**src/rtl/body_update_sequencer.sv**
```systemverilog
// Three-body update controller: walks pairs AB, AC, BC through one shared
// distance unit, accumulates forces, then commits velocities/positions at once.
module body_update_sequencer #(
    parameter int NEAR_THR = 40,
    parameter int FAR_AB   = 300,
    parameter int FAR_AC   = 200,
    parameter int FAR_BC   = 200
) (
    input  logic              clk,
    input  logic              rst_n,
    input  logic              start,
    output logic signed [9:0] ax_o,
    output logic signed [9:0] ay_o,
    output logic signed [9:0] bx_o,
    output logic signed [9:0] by_o,
    output logic signed [9:0] cx_o,
    output logic signed [9:0] cy_o,
    output logic              busy,
    output logic              done,
    output logic              missed_start,
    output logic [9:0]        frame_count
);

    typedef enum logic [2:0] {
        S_IDLE, S_DIST_X, S_DIST_Y, S_FORCE, S_COMMIT, S_DONE
    } state_t;

    localparam logic [9:0] RST_X [3] = '{10'd300, 10'd420, 10'd200};
    localparam logic [9:0] RST_Y [3] = '{10'd150, 10'd300, 10'd20};

    state_t      state_q, state_d;
    logic [1:0]  pair_q;
    logic [1:0]  idx_i, idx_j;
    logic [10:0] absx_q, dist_q, far_thr;
    logic        sx_q, sy_q;
    logic [9:0]  frame_count_q;
    logic        missed_q;

    logic [2:0][9:0] pos_x_w, pos_y_w;
    logic [9:0]  op_i, op_j;
    logic [10:0] diff, diff_abs;
    logic [3:0]  mag, force_x, force_y;

    // Pair decode: (i, j) with i the first letter of the pair.
    always_comb begin
        idx_i   = 2'd0;
        idx_j   = 2'd1;
        far_thr = 11'(FAR_AB);
        case (pair_q)
            2'd0:    begin idx_i = 2'd0; idx_j = 2'd1; far_thr = 11'(FAR_AB); end
            2'd1:    begin idx_i = 2'd0; idx_j = 2'd2; far_thr = 11'(FAR_AC); end
            default: begin idx_i = 2'd1; idx_j = 2'd2; far_thr = 11'(FAR_BC); end
        endcase
    end

    // Shared distance unit: x operands in DIST_X, y operands otherwise.
    always_comb begin
        op_i     = (state_q == S_DIST_X) ? pos_x_w[idx_i] : pos_y_w[idx_i];
        op_j     = (state_q == S_DIST_X) ? pos_x_w[idx_j] : pos_y_w[idx_j];
        diff     = {op_j[9], op_j} - {op_i[9], op_i};
        diff_abs = diff[10] ? (~diff + 11'd1) : diff;
    end

    always_comb begin
        if (dist_q < 11'(NEAR_THR))
            mag = 4'd2;
        else if (dist_q < far_thr)
            mag = 4'd1;
        else
            mag = 4'd0;
        force_x = sx_q ? (4'd0 - mag) : mag;
        force_y = sy_q ? (4'd0 - mag) : mag;
    end

    always_ff @(posedge clk) begin
        if (!rst_n)
            state_q <= S_IDLE;
        else
            state_q <= state_d;
    end

    always_comb begin
        state_d = state_q;
        case (state_q)
            S_IDLE:   if (start) state_d = S_DIST_X;
            S_DIST_X: state_d = S_DIST_Y;
            S_DIST_Y: state_d = S_FORCE;
            S_FORCE:  state_d = (pair_q == 2'd2) ? S_COMMIT : S_DIST_X;
            S_COMMIT: state_d = S_DONE;
            S_DONE:   state_d = S_IDLE;
            default:  state_d = S_IDLE;
        endcase
    end

    always_comb begin
        busy = (state_q != S_IDLE);
        done = (state_q == S_DONE);
    end

    always_ff @(posedge clk) begin
        if (!rst_n) begin
            pair_q        <= 2'd0;
            absx_q        <= '0;
            dist_q        <= '0;
            sx_q          <= 1'b0;
            sy_q          <= 1'b0;
            frame_count_q <= '0;
            missed_q      <= 1'b0;
        end else begin
            if (start && state_q != S_IDLE)
                missed_q <= 1'b1;
            case (state_q)
                S_IDLE:   if (start) pair_q <= 2'd0;
                S_DIST_X: begin
                    absx_q <= diff_abs;
                    sx_q   <= diff[10];
                end
                S_DIST_Y: begin
                    sy_q   <= diff[10];
                    dist_q <= absx_q + diff_abs;
                end
                S_FORCE:  if (pair_q != 2'd2) pair_q <= pair_q + 2'd1;
                S_COMMIT: frame_count_q <= frame_count_q + 10'd1;
                default:  ;
            endcase
        end
    end

    genvar gi;
    for (gi = 0; gi < 3; gi++) begin : g_body
        logic [9:0] pos_x_q, pos_y_q, vel_x_q, vel_y_q;
        logic [3:0] acc_x_q, acc_y_q;

        always_ff @(posedge clk) begin
            if (!rst_n) begin
                pos_x_q <= RST_X[gi];
                pos_y_q <= RST_Y[gi];
                vel_x_q <= '0;
                vel_y_q <= '0;
                acc_x_q <= '0;
                acc_y_q <= '0;
            end else begin
                case (state_q)
                    S_IDLE: if (start) begin
                        acc_x_q <= '0;
                        acc_y_q <= '0;
                    end
                    S_FORCE: begin
                        if (idx_i == 2'(gi)) begin
                            acc_x_q <= acc_x_q + force_x;
                            acc_y_q <= acc_y_q + force_y;
                        end else if (idx_j == 2'(gi)) begin
                            acc_x_q <= acc_x_q - force_x;
                            acc_y_q <= acc_y_q - force_y;
                        end
                    end
                    // Positions advance with the velocity held before this commit.
                    S_COMMIT: begin
                        vel_x_q <= vel_x_q + {{6{acc_x_q[3]}}, acc_x_q};
                        vel_y_q <= vel_y_q + {{6{acc_y_q[3]}}, acc_y_q};
                        pos_x_q <= pos_x_q + vel_x_q;
                        pos_y_q <= pos_y_q + vel_y_q;
                    end
                    default: ;
                endcase
            end
        end

        assign pos_x_w[gi] = pos_x_q;
        assign pos_y_w[gi] = pos_y_q;
    end

    assign ax_o         = pos_x_w[0];
    assign ay_o         = pos_y_w[0];
    assign bx_o         = pos_x_w[1];
    assign by_o         = pos_y_w[1];
    assign cx_o         = pos_x_w[2];
    assign cy_o         = pos_y_w[2];
    assign frame_count  = frame_count_q;
    assign missed_start = missed_q;

endmodule
```
**config.mk**
```make
export PLATFORM = sky130hd
export DESIGN_NAME = body_update_sequencer
export DESIGN_NICKNAME = d
export VERILOG_FILES = /design/src/rtl/body_update_sequencer.sv
export SDC_FILE = /design/constraint.sdc
export NUM_CORES = 1
export LEC_CHECK = 0
export CORE_MARGIN = 3
export CORE_UTILIZATION = 66
export DETAILED_ROUTE_END_ITERATION = 7
export GPL_TIMING_DRIVEN = 0
export PLACE_DENSITY_LB_ADDON = 0.15
export REMOVE_ABC_BUFFERS = 1
export SETUP_SLACK_MARGIN = 0.2
export SYNTH_ARGS = -nofsm -noshare
export SYNTH_HDL_FRONTEND = slang
export SYNTH_SLANG_ARGS = --single-unit
```
**constraint.sdc**
```tcl
create_clock -name clk -period 11 [get_ports clk]
set_input_delay 2.2 -clock clk [delete_from_list [all_inputs] [get_ports clk]]
set_output_delay 2.2 -clock clk [all_outputs]
set_load 0.01 [all_outputs]
```
======== Yosys cells after proc, flatten, opt, wreduce, memory -nomap -nowiden ========
Index checks and enable logic that the tools add are counted.
W data, S select, Z words.
word-level totals
  input port bits ......................... 3
  output and inout bits ................... 73
  word-level logic and storage cells ...... 133
  bits in registers ....................... 184
operators by class
  add/subtract/negate cells ............... 30
  reductions and logical operators ........ 12
  muxes and demuxes ....................... 43
  magnitude comparators ................... 4
  equality and inequality tests ........... 17
  bitwise gates (word level) .............. 1
operators by type and width
  operator                 count
  $add A10 B10 Y10         12
  $bmux W10 S2             4
  $mux W10                 6
  $mux W4                  15
  $pmux W4 S2              6
  $add A4 B4 Y4            6
  $sub A4 B4 Y4            6
  $pmux W3 S5              1
  $reduce_and A3 Y1        4
  $add A11 B1 Y11 const B  1
  $add A11 B11 Y11         1
  $lt A11 B11 Y1           1
  $lt A11 B6 Y1 const B    1
  $mux W11                 1
  $not A11 Y11             1
  $sub A10 B10 Y11         1
  $add A10 B1 Y10 const B  1
  $mux W9                  1
  $ne A3 B3 Y1 const B     3
  $mux W2                  4
  $eq A2 B1 Y1 const B     3
  $eq A2 B2 Y1 const B     3
  $eq A3 B2 Y1 const B     2
  $eq A3 B3 Y1 const B     2
  other kinds (14)         21

======== Longest topological paths before layout ========
Gate-level depths: netlist (run 1).
  depth in word-level cells ............... 11
  mapped depth ............................ 26
  mapped depth without buffers ............ 23

======== Worst setup path after synthesis (run 1) ========
Ideal clock, no wire load.
  path kind ............................... reg2reg
  start point ............................. register state_q[0]
  end point ............................... register dist_q[10]
  arrival ................................. 5288 ps
  setup time .............................. 74 ps
  cell stages (with the launch flop) ...... 24
  period minus slack after synthesis ...... 5362 ps
  setup slack ............................. 5638 ps
  data required time ...................... 10926 ps
  cell sequence ........................... dfxtp_1 > clkbuf_1 > and2_1 > clkbuf_1 > buf_2 > mux4_2 > ha_1 > fa_1 > nor2b_4 > o2111ai_1 > nand3_1 > a311oi_2 > nor2_1 > nor2_1 > xnor2_1 > ha_1 > a21oi_1 > a21boi_0 > o31ai_1 > a21oi_1 > a21o_1 > a21o_1 > a21o_1 > a31oi_1
on the way
  cells in the longest elaborated chain, start to end .. 7
RTL lines
  item                                line    text
  start, declared                     31      state_t state_q, state_d;
  start signal, assigned              79      state_q <= state_d;
  $eq A3 B1 Y1 *                      58, 59
  $mux W10, on equally long branches  59, 58
  $sub A10 B10 Y11 *                  60      diff = {op_j[9], op_j} - {op_i[9], op_i};
  $not A11 Y11                        61      diff_abs = diff[10] ? (~diff + 11'd1) : diff;
  $add A11 B1 Y11                     61
  $mux W11 *                          61
  net diff_abs[2]                     41      logic [10:0] diff, diff_abs;
  $add A11 B11 Y11 *                  120     dist_q <= absx_q + diff_abs;
  end signal, assigned                120
  end, declared                       34      logic [10:0] absx_q, dist_q, far_thr;
Mark *: on every way through the listed nets, which the timed path passes. The rest lies on a longest branch.
A chain may end at the register's enable or synchronous reset.

======== Worst setup path in the final report (run 1) ========
  start point ............................. register pair_q[0]
  end point ............................... register dist_q[10]
on the way
  cells in the longest elaborated chain, start to end .. 11
RTL lines
  item                                              line  text
  start, declared                                   32    logic [1:0] pair_q;
  start signal, assigned                            122   S_FORCE: if (pair_q != 2'd2) pair_q <= pair_q + 2'd1;
  $eq A2 B1 Y1 or $logic_not A2 Y1 (tied branches)  49    case (pair_q)
  $reduce_or A2 Y1 (no source line)                 -
  $mux W1                                           49
  $bmux W10 S2                                      58    op_i = (state_q == S_DIST_X) ? pos_x_w[idx_i] : pos_y_w[idx_i];
  $mux W10 (implied by the code)                    58
  $mux W10                                          58
  $sub A10 B10 Y11 *                                60
  $not A11 Y11                                      61
  $add A11 B1 Y11                                   61
  $mux W11 *                                        61
  net diff_abs[2]                                   41
  $add A11 B11 Y11 *                                120
Mark *: on every way through the listed nets, which the timed path passes. The rest lies on a longest branch. The select of a mux whose other input is x is not followed.

==> out/summary.txt, run 1 <==
Drt first pass iters -> 6
Antenna-violating nets left -> 0
Status -> completed
Synth unique cells -> 71
RSZ-0062 raised after global routing -> no
# clock sinks -> 182
DR WL/cell -> 17.3 microns
Most frequent cell after synthesis -> nand2_1
Top-area cell type share of the netlist area -> 0.265
Post-route clock period utilization -> 0.558
First-pass GRT wire length -> 57,500 microns
Largest net degree at the start of global routing -> 75
YS warnings -> 0
Vias per inst -> 6.24
Mapped cell area -> 13,700 sq um
Diodes inserted -> 0
Dpl cell area -> 14,800 sq um
Gr usage total -> 0.315
Top Ports -> 76
HPWL Detailed -> 25,900 microns
PnR worst setup slack -> 4.86 ns
Final wirelength -> 34,900 microns
Initial antenna violation count -> 0
Post-synth EDFFs -> 0
Async SR Flop Fraction -> 0
CTS tree -> done
Leakage -> 6.16 nW
Worst VDD drop -> 0.110 mV
Final Hold Slack -> 0.459 ns
Detailed-route DRC error count -> 0
Via count of the first global-routing pass -> 12,072
Gpl congestion -> 0.901
Vias -> 12,580
Fmax -> 0.163 GHz
Setup TNS -> 0 ns
Overflow after GRT -> 0
Synth Flop Type -> dfxtp_1
Syn Area/Cell -> 8.01 sq um
I/O Buffers -> 75
FF+latch count, synth -> 182
Crit-path max FO -> 16
Max Transition Viols Final -> 0
Num CTS Buffers -> 17
Worst Tran Pin Value -> 1.23 ns
Num rows -> 52
Register area share after synthesis -> 0.265
PostCTS Resize Cnt -> 0
Die footprint -> 22,600 sq um
Buffer count from post-CTS setup fixing -> 0
Pwr Density -> 116 nW/um^2
Util after Layout -> 0.755
Die Wd -> 150 microns
Die H -> 150 microns
Worst-Skew Late Latency -> 0.44 ns
H-tree depth -> 4
Worst Hold Class -> reg -> reg
Fin nets -> 1,912
Clock slew at reported path FFs -> 0.07 ns
Cells after Synth -> 1,714
Tmin final -> 6.14 ns
# setup viols final -> 0
Clock Tree Root -> clkbuf_16
Hold buffers post-CTS -> 0
Final Hold Viols -> 0
Final instance area -> 15,400 sq um
Worst Hold Depth -> 2
Crit Path Class -> reg -> reg
Pre-CTS setup slack -> 5.01 ns
Clock Skews -> 0.0116 ns
Core ar. -> 20,400 sq um
FF-to-FF path depth -> 22
CP arrival -> 6.50 ns
Area leader, netlist -> dfxtp_1
Synth area leaders -> dfxtp_1 (27%), ha_1 (14%), a21oi_1 (6.2%), nand2_1 (5.6%), o21ai_0 (3.7%)
Slew headroom -> 0.177
Required time of the critical path -> 11.36 ns
Startpoint Class -> register
Drt first-iter violations -> 766
List of most frequent post-synthesis cells -> nand2_1 (204), dfxtp_1 (182), a21oi_1 (169)
Share of layout cells above drive strength 1 -> 0.0539
Worst setup EP type -> register
Max cap viols -> 0
Starting Density -> 0.674
Maximum root-to-sink buffer count -> 2
Area delta synth->final -> 11.9%
-- per-layer routing --
metal / vias up / part of all wire / track usage
li1: 6160 / - / -
met1: 5966 / 0.41 / 0.389
met2: 388 / 0.51 / 0.558
met3: 66 / 0.058 / 0.0485
met4: 0 / 0.024 / 0.110
met5: - / 0 / 0
-- per-stage QoR --
| stage | cells | power, mW |
|---|---|---|
| 5_1_grt | 2015 | 1.86 |
| 2_1_floorplan | 1620 | 1.07 |
| 4_1_cts | 2015 | 1.78 |
| 6_report | 2015 | 1.78 |
| 3_5_place_dp | 1984 | 1.18 |
| 3_3_place_gp | 1965 | 1.16 |
-- worst max-delay path: stages (launching register included) --
cell	delay, ns
dfxtp_1	0.41
inv_1	0.11
ha_1	0.36
or2_2	0.53
mux4_2	0.40
ha_1	0.22
fa_1	0.44
nor2b_4	0.15
o2111ai_1	0.16
nand3_1	0.16
a311oi_2	0.15
nor2_1	0.54
nor2_1	0.11
xnor2_1	0.27
ha_1	0.32
a21oi_1	0.20
a21boi_0	0.17
o31ai_1	0.43
a21oi_1	0.17
a21o_1	0.23
a21o_1	0.19
a21o_1	0.16
a31oi_1	0.18
-- final cells by class --
class / instances / area (sq um)
timing repair buffer: 94 / 1080
clock inverter: 9 / 96.3
inverter: 124 / 470
multi-input combinational: 1314 / 9280
sequential: 182 / 3640
clock buffer: 22 / 464
fill: 1509 / 4990
tap: 270 / 338
-- registers in the layout (all words and copies together), names as in the netlist, 10 cells and up --
name / count
g_body.acc_x_q: 12
cx_o: 10
ax_o: 10
bx_o: 10
frame_count: 10
g_body.vel_x_q: 30
cy_o: 10
by_o: 10
ay_o: 10
absx_q: 11
g_body.vel_y_q: 30
g_body.acc_y_q: 12
-- path summary, 6_finish.rpt --
| kind | endpoint | slack [ns] | start |
|---|---|---|---|
| setup / recovery | dist_q[10] | 4.86 | pair_q[0] |
| hold / removal | dist_q[2] | 0.46 | dist_q[2] |
| setup reg to reg | dist_q[10] | 4.86 | pair_q[0] |
| hold reg to reg | dist_q[2] | 0.46 | dist_q[2] |
-- power by group --
| part | switching [mW] | internal, mW |
|---|---|---|
| logic | 0.277 | 0.195 |
| clock network | 0.278 | 0.325 |
| registers | 0.0265 | 0.677 |
| total | 0.581 | 1.20 |
-- cells in the final DEF (no fill, tap or decap), drive strengths merged, types with 17 or more instances in the layout --
cell type,count
nand2b,21
clkbuf,22
a211oi,18
nor3b,22
inv,125
a21boi,22
and3,17
nand3,65
o21ai,104
buf,20
clkdlybuf4s50,74
nor2b,25
fa,19
nor4,17
a21o,23
or3,21
nand2,204
a21oi,170
dfxtp,182
nor2,90
ha,157
xnor2,50
nor3,30
xor2,35
-- cells by family after synthesis --
| kind of cell | Yosys count | share of synthesized area |
|---|---|---|
| compound gates | 446 | 0.202 |
| xor+xnor | 85 | 0.0556 |
| fa+ha+maj | 176 | 0.171 |
| buf+inv | 218 | 0.0600 |
| flops | 182 | 0.265 |
| mux | 22 | 0.0309 |
| simple gates | 585 | 0.216 |
Power figures use the tool's default switching activity.
==> run 2: changes to the inputs <==
CORE_UTILIZATION = 62   (was 66)
clock period = 6.43 ns   (was 11 ns; I/O delays follow)
==> run 2 against run 1 <==
Die area up 6.2%. Worst setup slack worse by 4.2 ns. Flip-flop and latch count stayed put. Via count decreased by 0.71%. Highest routed layer unchanged. Power up 73%. Combinational power up 71%. Core utilization is 3.3 points lower. Wire length barely moved. Global-route usage down 2.1 points. Largest cell class unchanged. Clock skew up 0.0035 ns. Fmax up 6.2%. Final area rose by 0.53%.
==> out/summary.txt, run 2 (same netlist as run 1, synthesis figures left out) <==
Area delta synth->final -> 12.5%
Final Hold Viols -> 0 (unchanged)
Post-route clock period utilization -> 0.899 (+0.341)
Max cap viols -> 0 (unchanged)
Status -> completed
Max stage delay on crit path -> 0.53 ns (about the same)
FF-to-FF path depth -> 22 (unchanged)
Vias per inst -> 6.18 (-1.0%)
Slew headroom -> 0.255 (+0.0783)
Diodes inserted -> 0 (unchanged)
DR WL/cell -> 17.3 microns (-0.36%)
Overflow after GRT -> 0 (unchanged)
CP arrival -> 6.14 ns (-0.36 ns)
Clock slew at reported path FFs -> 0.08 ns (about the same)
Pwr Density -> 200 nW/um^2 (+73%)
Final wirelength -> 34,900 microns (about the same)
Max layer used -> met4
Share of layout cells above drive strength 1 -> 0.0573 (+0.00341)
Vias -> 12,491 (-0.71%)
First-pass GRT wire length -> 58,600 microns (+1.8%)
Clock Tree Root -> clkbuf_16
Core ar. -> 21,400 sq um (+5.2%)
Detailed-route DRC error count -> 0 (unchanged)
Drt first pass iters -> 7 (+1)
Reg2reg end -> dist_q[10]
Regs by FF count -> g_body.vel_x_q: 30 flops, g_body.vel_y_q: 30 flops
HPWL Detailed -> 26,000 microns (+0.53%)
Die H -> 155 microns (+3.0%)
Maximum root-to-sink buffer count -> 2 (unchanged)
# clock sinks -> 182 (unchanged)
CP Cell Sequence -> inv_1 > ha_1 > or2_2 > mux4_2 > ha_1 > fa_1 > nor2b_4 > o2111ai_1 > nand3_1 > a311oi_2 > nor2_4 > nor2_1 > xnor2_1 > ha_1 > a21oi_1 > a21boi_0 > o31ai_2 > a21oi_1 > a21o_1 > a21o_1 > a21o_1 > a31oi_1
Worst Hold Depth -> 2 (unchanged)
Met1 wire length -> 14,800 microns (+2.7%)
Metal2 WL -> 17,300 microns (-1.8%)
Required time of the critical path -> 6.79 ns (-4.57 ns)
Startpoint Class -> register
Slowest stage cell, crit path -> or2_2
Via count of the first global-routing pass -> 12,344 (+2.3%)
Initial antenna violation count -> 0 (unchanged)
Buffer count from post-CTS setup fixing -> 0 (unchanged)
Worst Hold Class -> reg -> reg
CTS tree -> done
Die Wd -> 155 microns (+3.0%)
Gr usage total -> 0.294 (-0.0206)
Fin nets -> 1,912 (unchanged)
Worst setup path endpoint -> dist_q[10]
Commonest non-fill, non-tap cell in the layout -> nand2_1
Met3 WL -> 1680 microns (-16%)
Crit-path max FO -> 16 (unchanged)
Drt first-iter violations -> 1,011 (+32%)
CP startpoint -> pair_q[0]
Reg2reg start -> pair_q[0]
Flop2flop setup slack -> 0.65 ns (-4.21 ns)
Clock Skews -> 0.0151 ns (+0.00347 ns)
Util after Layout -> 0.721 (-0.0334)
Crit Path Class -> reg -> reg
H-tree depth -> 4 (unchanged)
Top Ports -> 76 (unchanged)
Die footprint -> 24,000 sq um (+6.2%)
# setup viols final -> 0 (unchanged)
Leakage -> 6.20 nW (+0.59%)
Most frequent cells in the layout -> nand2_1 (204), dfxtp_1 (182), a21oi_1 (169), ha_1 (157), inv_1 (123)
RSZ-0062 raised after global routing -> no
Antenna-violating nets left -> 0 (unchanged)
I/O Buffers -> 75 (unchanged)
Num CTS Buffers -> 17 (unchanged)
Tmin final -> 5.78 ns (-0.358 ns)
Largest net degree at the start of global routing -> 99 (+32%)
Worst VDD drop -> 0.143 mV (+30%)
Worst Tran Pin Value -> 1.12 ns (-0.108 ns)
Gpl congestion -> 0.865 (-3.9%)
Max Transition Viols Final -> 0 (unchanged)
Fmax -> 0.173 GHz (+6.2%)
Worst setup EP type -> register
Power Total -> 3.09 mW (+73%)
Worst-Skew Late Latency -> 0.45 ns (about the same)
Num rows -> 53 (+1.9%)
Starting Density -> 0.641 (-0.0332)
Fill cells -> 1,683 (+12%)
[run 2: changes by cell type in the layout (fill, tap and decap cells not counted), sizes merged]
cell	delta
clkbuf	-5
inv	+7
clkinv	-1
[run 2: cell type report]
class | count | area (sq um) | area share
Multi-Input combinational cell | 1314 | 9290 | 0.601
Sequential cell | 182 | 3640 | 0.236
Inverter | 124 | 470 | 0.0304
Tap cell | 275 | 344 | 0.0223
Timing Repair Buffer | 94 | 1120 | 0.0722
Clock inverter | 15 | 163 | 0.0105
Clock buffer | 17 | 425 | 0.0275
[run 2: how the worst min path moves through the flow]
stage	from	endpoint	slack, ns
floorplan	dist_q[2]	dist_q[2]	0.43
global placement	dist_q[2]	dist_q[2]	0.44
detailed placement	dist_q[2]	dist_q[2]	0.45
CTS	dist_q[2]	dist_q[2]	0.46
global route	absx_q[7]	absx_q[7]	0.49
finish	dist_q[2]	dist_q[2]	0.46
[run 2: metrics by stage]
stage	std cells	hold slack [ns]	setup WS, ns	setup TNS, ns	cell area [sq um]
2_1_floorplan	1620	0.432	0.668	0	13400
6_report	2021	0.460	0.651	0	15500
5_1_grt	2021	0.491	0.259	0	15500
3_3_place_gp	1970	0.442	-4.87	-634.10	14500
4_1_cts	2021	0.457	0.262	0	15400
3_5_place_dp	1989	0.448	0.307	0	14900
[run 2: timing repair]
item	in CTS	in global routing
resized for setup	0	4
endpoints found under the hold margin	0	0
hold buffers	0	0
endpoints found under the setup margin	0	5
[run 2: worst max-delay path: cells and delay by family (launching register included)]
| kind | cells | cell delay, ns |
|---|---|---|
| multiplexers | 1 | 0.39 |
| AND/OR/NAND/NOR | 5 | 1.22 |
| buffers and inverters | 1 | 0.11 |
| flip-flops | 1 | 0.42 |
| AO/OA/AOI/OAI | 10 | 1.93 |
| XOR/XNOR | 1 | 0.26 |
| adder cells (fa/ha/maj) | 4 | 1.35 |
[run 2: layer usage]
metal / GRT usage / vias to the layer above
met5: 0 / -
met4: 0.106 / 0
met3: 0.0450 / 80
met2: 0.516 / 320
met1: 0.366 / 5943
li1: - / 6148
[run 2: power by group]
group | internal (mW) | switching (mW) | total, mW
clock network | 0.553 | 0.522 | 1.07
registers | 1.16 | 0.0454 | 1.20
logic | 0.336 | 0.471 | 0.807
total | 2.05 | 1.04 | 3.09
